File: src/rtl/ifetch_pkg.sv
// Shared constants for the instruction fetch unit: NOP encoding, FSM states and PC step.
package ifetch_pkg;

    localparam logic [31:0] NOP    = 32'h0000_0013;
    localparam logic [31:0] PC_INC = 32'd4;

    typedef enum logic [2:0] {
        ST_RESET = 3'd0,
        ST_REQ   = 3'd1,
        ST_WAIT  = 3'd2,
        ST_HOLD  = 3'd3,
        ST_FAULT = 3'd4
    } ifetch_state_t;

endpackage

File: src/rtl/ifetch.sv
// Instruction fetch: owns the PC, issues one word read at a time, holds the fetched
// word for decode, and handles redirects and sticky fetch faults.
module ifetch
    import ifetch_pkg::*;
#(
    parameter logic [31:0] RESET_PC = 32'h0000_0000
) (
    input  logic        clk_i,
    input  logic        rstn_i,
    output logic        imem_req_valid_o,
    input  logic        imem_req_ready_i,
    output logic [31:0] imem_req_addr_o,
    input  logic        imem_rsp_valid_i,
    input  logic [31:0] imem_rsp_data_i,
    input  logic        imem_rsp_err_i,
    output logic        instr_valid_o,
    output logic [31:0] instr_data_o,
    output logic [31:0] instr_pc_o,
    input  logic        instr_ready_i,
    input  logic        redirect_i,
    input  logic [31:0] redirect_pc_i,
    output logic        fault_o
);

    ifetch_state_t r_state;
    logic [31:0]   r_pc;
    logic          r_kill;
    logic          r_instr_valid;
    logic [31:0]   r_instr_data;
    logic [31:0]   r_instr_pc;

    logic w_redir_bad;

    assign w_redir_bad = (redirect_pc_i[1:0] != 2'b00);

    always_ff @(posedge clk_i or negedge rstn_i) begin
        if (!rstn_i) begin
            r_state       <= ST_RESET;
            r_pc          <= RESET_PC;
            r_kill        <= 1'b0;
            r_instr_valid <= 1'b0;
            r_instr_data  <= NOP;
            r_instr_pc    <= RESET_PC;
        end else begin
            case (r_state)
                ST_RESET: r_state <= ST_REQ;

                ST_REQ: begin
                    if (redirect_i) begin
                        if (w_redir_bad) begin
                            r_state <= ST_FAULT;
                        end else begin
                            r_pc <= redirect_pc_i;
                            // Request already accepted at the old PC: its response must be dropped.
                            if (imem_req_ready_i) begin
                                r_kill  <= 1'b1;
                                r_state <= ST_WAIT;
                            end
                        end
                    end else if (imem_req_ready_i) begin
                        r_state <= ST_WAIT;
                    end
                end

                ST_WAIT: begin
                    if (redirect_i) begin
                        if (w_redir_bad) begin
                            r_kill  <= 1'b0;
                            r_state <= ST_FAULT;
                        end else if (imem_rsp_valid_i) begin
                            r_pc    <= redirect_pc_i;
                            r_kill  <= 1'b0;
                            r_state <= ST_REQ;
                        end else begin
                            r_pc   <= redirect_pc_i;
                            r_kill <= 1'b1;
                        end
                    end else if (imem_rsp_valid_i) begin
                        if (r_kill) begin
                            r_kill  <= 1'b0;
                            r_state <= ST_REQ;
                        end else if (imem_rsp_err_i) begin
                            r_state <= ST_FAULT;
                        end else begin
                            r_instr_valid <= 1'b1;
                            r_instr_data  <= imem_rsp_data_i;
                            r_instr_pc    <= r_pc;
                            r_state       <= ST_HOLD;
                        end
                    end
                end

                ST_HOLD: begin
                    if (redirect_i) begin
                        r_instr_valid <= 1'b0;
                        r_instr_data  <= NOP;
                        if (w_redir_bad) begin
                            r_state <= ST_FAULT;
                        end else begin
                            r_pc    <= redirect_pc_i;
                            r_state <= ST_REQ;
                        end
                    end else if (instr_ready_i) begin
                        r_instr_valid <= 1'b0;
                        r_instr_data  <= NOP;
                        r_pc          <= r_pc + PC_INC;
                        r_state       <= ST_REQ;
                    end
                end

                ST_FAULT: r_state <= ST_FAULT;

                default: r_state <= ST_FAULT;
            endcase
        end
    end

    assign imem_req_valid_o = (r_state == ST_REQ);
    assign imem_req_addr_o  = r_pc;
    assign instr_valid_o    = r_instr_valid;
    assign instr_data_o     = r_instr_data;
    assign instr_pc_o       = r_instr_pc;
    assign fault_o          = (r_state == ST_FAULT);

endmodule

File: config.mk
export PLATFORM = sky130hd
export DESIGN_NAME = ifetch
export DESIGN_NICKNAME = d
export VERILOG_FILES = /design/src/rtl/ifetch_pkg.sv /design/src/rtl/ifetch.sv
export SDC_FILE = /design/constraint.sdc
export NUM_CORES = 1
export LEC_CHECK = 0
export ABC_AREA = 1
export CORE_MARGIN = 2
export CORE_UTILIZATION = 40
export DETAILED_ROUTE_END_ITERATION = 6
export MAX_ROUTING_LAYER = met4
export PLACE_DENSITY = 0.74
export SYNTH_ARGS = -nofsm -noshare
export SYNTH_HDL_FRONTEND = slang
export SYNTH_SLANG_ARGS = --single-unit
File: constraint.sdc
create_clock -name clk_i -period 1.46 [get_ports clk_i]
set_clock_uncertainty 0.1 [all_clocks]
set_input_delay 0.438 -clock clk_i [delete_from_list [all_inputs] [get_ports clk_i]]
set_output_delay 0.438 -clock clk_i [all_outputs]
set_load 0.01 [all_outputs]
Word-level counts from Yosys, hierarchy flattened
Cells that the tools add are included.
Operators by class
  eq/ne operators: 15
  $add $sub $neg: 1
  muxes and demuxes: 40
  reduce and logical (&&, ||, !) cells: 11
  bitwise logic cells: 3
Operator list (count)
  $mux W32: 10
  $pmux W32 S2: 2
  $mux W3: 12
  $add A32 B3 Y32 const B: 1
  $mux W1: 13
  $pmux W3 S4: 1
  $ne A2 B2 Y1 const B: 5
  $reduce_and A5 Y1: 2
  $ne A3 B3 Y1 const B: 3
  $reduce_bool A2 Y1: 4
  $eq A3 B2 Y1 const B: 2
  $ne A2 B1 Y1 const B: 3
  $reduce_and A3 Y1: 2
  $reduce_and A6 Y1: 1
  $pmux W1 S2: 2
  $eq A3 B1 Y1 const B: 1
  $eq A3 B3 Y1 const B: 1
  $logic_not A3 Y1: 1
  $not A1 Y1: 3
  $reduce_or A2 Y1: 1
Storage, ports and cells
  input bits: 71
  register bits after elaboration: 101
  word-level logic and storage cells: 76

Depth between registers and ports, before layout
  depth after elaboration: 5
  depth in mapped cells: 13

Least setup slack after synthesis
Ideal clock, no wire load.
  path type: reg-to-reg
  from: register r_pc[3] (netlist: imem_req_addr_o[3])
  to: register r_pc[22] (netlist: imem_req_addr_o[22])
  cell stages (with the launch flop): 11
  data arrival time: 1439 ps
  path slack: -192 ps
  setup time: 113 ps
  required time: 1247 ps
  path through: dfrtp_1 > ha_1 > nand2_1 > nor2_2 > nand3_2 > nor2_1 > nand2_1 > o21bai_1 > nand2_1 > nand2_1 > inv_1
Between the ends
  cells in the longest elaborated chain, start to end: 4
RTL lines
  start: declaration: RTL line ifetch.sv:26  | logic [31:0] r_pc;
  start signal: assignment: RTL line ifetch.sv:53  | r_pc <= redirect_pc_i;
  start signal: assignment: RTL line ifetch.sv:71  | r_pc <= redirect_pc_i;
  start signal: assignment: RTL line ifetch.sv:75  | r_pc <= redirect_pc_i;
  $add A32 B3 Y32: RTL line ifetch.sv:106  | r_pc <= r_pc + PC_INC;
  $mux W32: RTL line ifetch.sv:103  | end else if (instr_ready_i) begin
  $mux W32: RTL line ifetch.sv:94  | if (redirect_i) begin
  $pmux W32 S2: RTL line ifetch.sv:45  | case (r_state)
No other way between the ends. The select of a mux whose other input is x is not followed.
A chain may end at the register's enable or synchronous reset.

Final worst setup path
  from: register r_state[2]
  to: register r_instr_data[1] (netlist: instr_data_o[1])
Between the ends
  cells in the longest elaborated chain, start to end: 3
RTL lines
  start: declaration: RTL line ifetch.sv:25  | ifetch_state_t r_state;
  start signal: assignment: RTL line ifetch.sv:38  | r_state <= ST_RESET;
  start signal: assignment: RTL line ifetch.sv:46  | ST_RESET: r_state <= ST_REQ;
  start signal: assignment: RTL line ifetch.sv:51  | r_state <= ST_FAULT;
  $eq A3 B2 Y1: RTL line ifetch.sv:45
  $ne A3 B3 Y1 (no source line) (tied with other cells)
  $reduce_and A6 Y1 (no source line)
  end signal: assignment: RTL line ifetch.sv:86  | r_instr_data <= imem_rsp_data_i;
  end: declaration: RTL line ifetch.sv:29  | logic [31:0] r_instr_data;
Parallel ways exist; a longest one is shown, timed or not.

==> flow_summary.ini <==
[drt]
drt-pass1-iter-count = 5
vias_per_cell = 5.180
via_count = 6164
wl_um = 20750
first_iter_violations = 555
antenna_left = 0
wl_per_cell_um = 17.43
drc_errors = 0

[finish]
drive_gt1_frac = 0.4460
synthToLayoutAreaGrowth_pct = 77.21
final_nets = 1085
fill_cells = 956
fin_util = 0.7271
final_area_mm2 = 0.009213
diodes = 0

[pwr]
leakage_nw = 4.468
ir_worst_vdd_mv = 0.6727
power_density_mw_per_mm2 = 621.0

[logic_synthesis]
synth_area_mm2 = 0.005199
syn_inst = 682
synth.avg_cell_area_um2 = 7.623
ys_warn_count = 0
syn_nets = 754
ys_ff_latch = 101
ys_types = 38
synth.yosys.seq_area_share = 0.4869

[flow_run]
maxCapViolations = 0

[worst_setup_path]
required_ps = 1660
cpMaxStageDelayCell = dfrtp_1
worst-setup-path-type = flop to flop
worstPathArrival_ps = 1970
crit_path_max_incr_delay_ps = 430
path_max_fanout = 8
crit_path_end_kind = flop
cp-start-kind = flop
crit_chain = inv_2 > nand3_4 > inv_4 > buf_6 > nor2_2 > nor3_4 > buf_12 > clkbuf_16 > o22a_1

[sta]
finalHoldViolCount = 0
worst_slack_ps = -313.6
max_freq_mhz = 563.8
setup_tns_ps = -25220
fin_crit_ps = 1774
worstMarginPinSlew_ps = 354.7
finalSetupViolCount = 124
slew_headroom = 0.7635
finalCritPeriodShare = 1.215
slew_viol_final = 0
grt_setup_unrepaired = yes

[global_routing]
antenna_found_initial = 0
track_usage = 0.2667
grt-ovfl-total = 0
grt_max_degree = 35
grt_pass1_wl_um = 28860
grt_pass1_vias = 5731

[placement]
dp_slack_ps = -618.4
postPlaceCellArea_mm2 = 0.007944
dp_hpwl_um = 12720
place_congestion = 0.9967
port_buffers = 169

[floorplanning]
std_cell_rows = 41
start_util = 0.4103
dieArea_mm2 = 0.01393
ios = 170
core_area_mm2 = 0.01267
die_height_um = 118.0
die_w_um = 118.0

[cts]
cts_sinks = 101
clkSlewWorstSetupHoldPaths_ps = 70
cts_root_buf = clkbuf_16
insertion_delay_ps = 360
cts_tree = done
cts_made_buffers = 9
htreeDepth = 3
cts_max_path_buffers = 2

[outcome]
run_status = complete, but fails checks
failed_checks = negative setup slack

[worst_hold_path]
hold_path_class = flop to flop
[layout by cell type (no fill, tap or decap), types with 16 or more instances in the layout]
master           count
clkdlybuf4s50_1     67
nor2_2              19
buf_6               49
clkbuf_16           16
a21oi_1             20
nand2_1            150
inv_1               82
o21ai_2             33
o21ai_1             46
dfrtp_1             91
buf_2               78
nand3_1             20
nand2_2             27
buf_4              126
nor2_1              43
[synthesized netlist by cell type]
| cell | instances | area share |
|---|---|---|
| a21oi_1 | 27 | 0.026 |
| a21oi_2 | 3 | 0.0051 |
| a22oi_1 | 3 | 0.0043 |
| a31oi_1 | 1 | 0.0012 |
| buf_1 | 1 | 0.00072 |
| buf_2 | 14 | 0.013 |
| buf_4 | 3 | 0.0043 |
| buf_6 | 3 | 0.0065 |
| buf_8 | 2 | 0.0058 |
| clkbuf_1 | 3 | 0.0022 |
| dfrtp_1 | 98 | 0.47 |
| dfstp_2 | 3 | 0.015 |
| ha_1 | 1 | 0.0024 |
| inv_1 | 88 | 0.064 |
| inv_2 | 4 | 0.0029 |
| inv_4 | 1 | 0.0012 |
| nand2_1 | 181 | 0.13 |
| nand2_2 | 3 | 0.0036 |
| nand2_4 | 2 | 0.0043 |
| nand3_1 | 30 | 0.029 |
| nand3_2 | 3 | 0.0058 |
| nand3b_1 | 2 | 0.0029 |
| nand4_1 | 4 | 0.0048 |
| nor2_1 | 69 | 0.050 |
| nor2_2 | 6 | 0.0072 |
| nor2_8 | 1 | 0.0039 |
| nor3_1 | 12 | 0.012 |
| nor3_4 | 1 | 0.0031 |
| o21a_1 | 3 | 0.0043 |
| o21ai_0 | 62 | 0.060 |
| o21ai_1 | 30 | 0.029 |
| o21ai_2 | 1 | 0.0017 |
| o21bai_1 | 1 | 0.0014 |
| o22a_1 | 3 | 0.0051 |
| o22ai_1 | 5 | 0.0060 |
| o31ai_1 | 1 | 0.0014 |
| or2_2 | 6 | 0.0072 |
| or3_1 | 1 | 0.0012 |
[sequential cells by signal (all words and copies together), names as in the netlist]
register	flops
instr_pc_o	32
imem_req_addr_o	32
r_kill	1
instr_data_o	32
instr_valid_o	1
r_state	3
[metrics by stage]
stage | total power, mW | hold slack (ps) | std cells
global route | 5.895 | 410.8 | 1190
floorplan | 2.918 | 42.41 | 682
global placement | 3.229 | 269.6 | 1108
detailed placement | 3.230 | 268.5 | 1108
CTS | 5.716 | 390.9 | 1165
finish | 5.721 | 384.3 | 1190
[final timing paths]
kind | start | endpoint | slack [ps] | depth (start not counted)
setup / recovery | r_state[2]$_DFFE_PN0P_ | instr_data_o[1]$_DFFE_PN1P_ | -310 | 9
hold / removal | instr_pc_o[11]$_DFFE_PN0P_ | instr_pc_o[11]$_DFFE_PN0P_ | 380 | 2
setup reg to reg | r_state[2]$_DFFE_PN0P_ | instr_data_o[1]$_DFFE_PN1P_ | -310 | 9
hold reg to reg | instr_pc_o[11]$_DFFE_PN0P_ | instr_pc_o[11]$_DFFE_PN0P_ | 380 | 2
max in group asynchronous | rstn_i | instr_data_o[0]$_DFFE_PN1P_ | 310 | 3
min in group asynchronous | rstn_i | instr_pc_o[11]$_DFFE_PN0P_ | 430 | 2
[routing by layer]
metal / global-route usage / up-vias / routed length (um)
met5: - / - / 0
met4: 0.09864 / 0 / 780
met3: 0.04700 / 75 / 1467
met2: 0.4393 / 332 / 10260
met1: 0.3294 / 2909 / 8235
li1: - / 2848 / -
[where the power goes]
part	leakage (nW)	total (mW)	switching (mW)	internal, mW
combinational	3.22	0.412	0.176	0.236
sequential	1.10	2.80	0.00113	2.80
clock	0.147	2.51	1.16	1.35
[logic make-up (layout without fill, tap and decap cells)]
| family | Yosys count | in the layout | synth area share |
|---|---|---|---|
| AND/OR/NAND/NOR | 321 | 322 | 0.2650 |
| flip-flops | 101 | 101 | 0.4869 |
| buffers and inverters | 119 | 454 | 0.1006 |
| adder cells (fa/ha/maj) | 1 | 1 | 0.002406 |
| AO/OA/AOI/OAI | 140 | 140 | 0.1451 |
[critical path: cells and delay by family (launching register included)]
| family | cells | cell delay, ps |
|---|---|---|
| flip-flops | 1 | 430 |
| buffers and inverters | 5 | 680 |
| AO/OA/AOI/OAI | 1 | 120 |
| AND/OR/NAND/NOR | 3 | 380 |
[timing repair]
action | 4_1_cts | 5_1_grt
hold buffers | 1 | 0
cloned | 0 | 11
pin swaps | 6 | 21
gates resized for setup | 482 | 160
hold endpoints to repair | 20 | 0
setup buffers | 41 | 18
setup endpoints to repair | 198 | 133
[layout make-up]
cell class	instances	area, um2	area share
multi-input combinational	463	2716	0.2949
timing repair buffer	345	3060	0.3322
inverter	93	374.1	0.04061
tap	172	215.2	0.02336
sequential	101	2540	0.2757
clock inverter	7	81.33	0.008828
clock buffer	9	225.2	0.02445
Power figures use the tool's default switching activity.
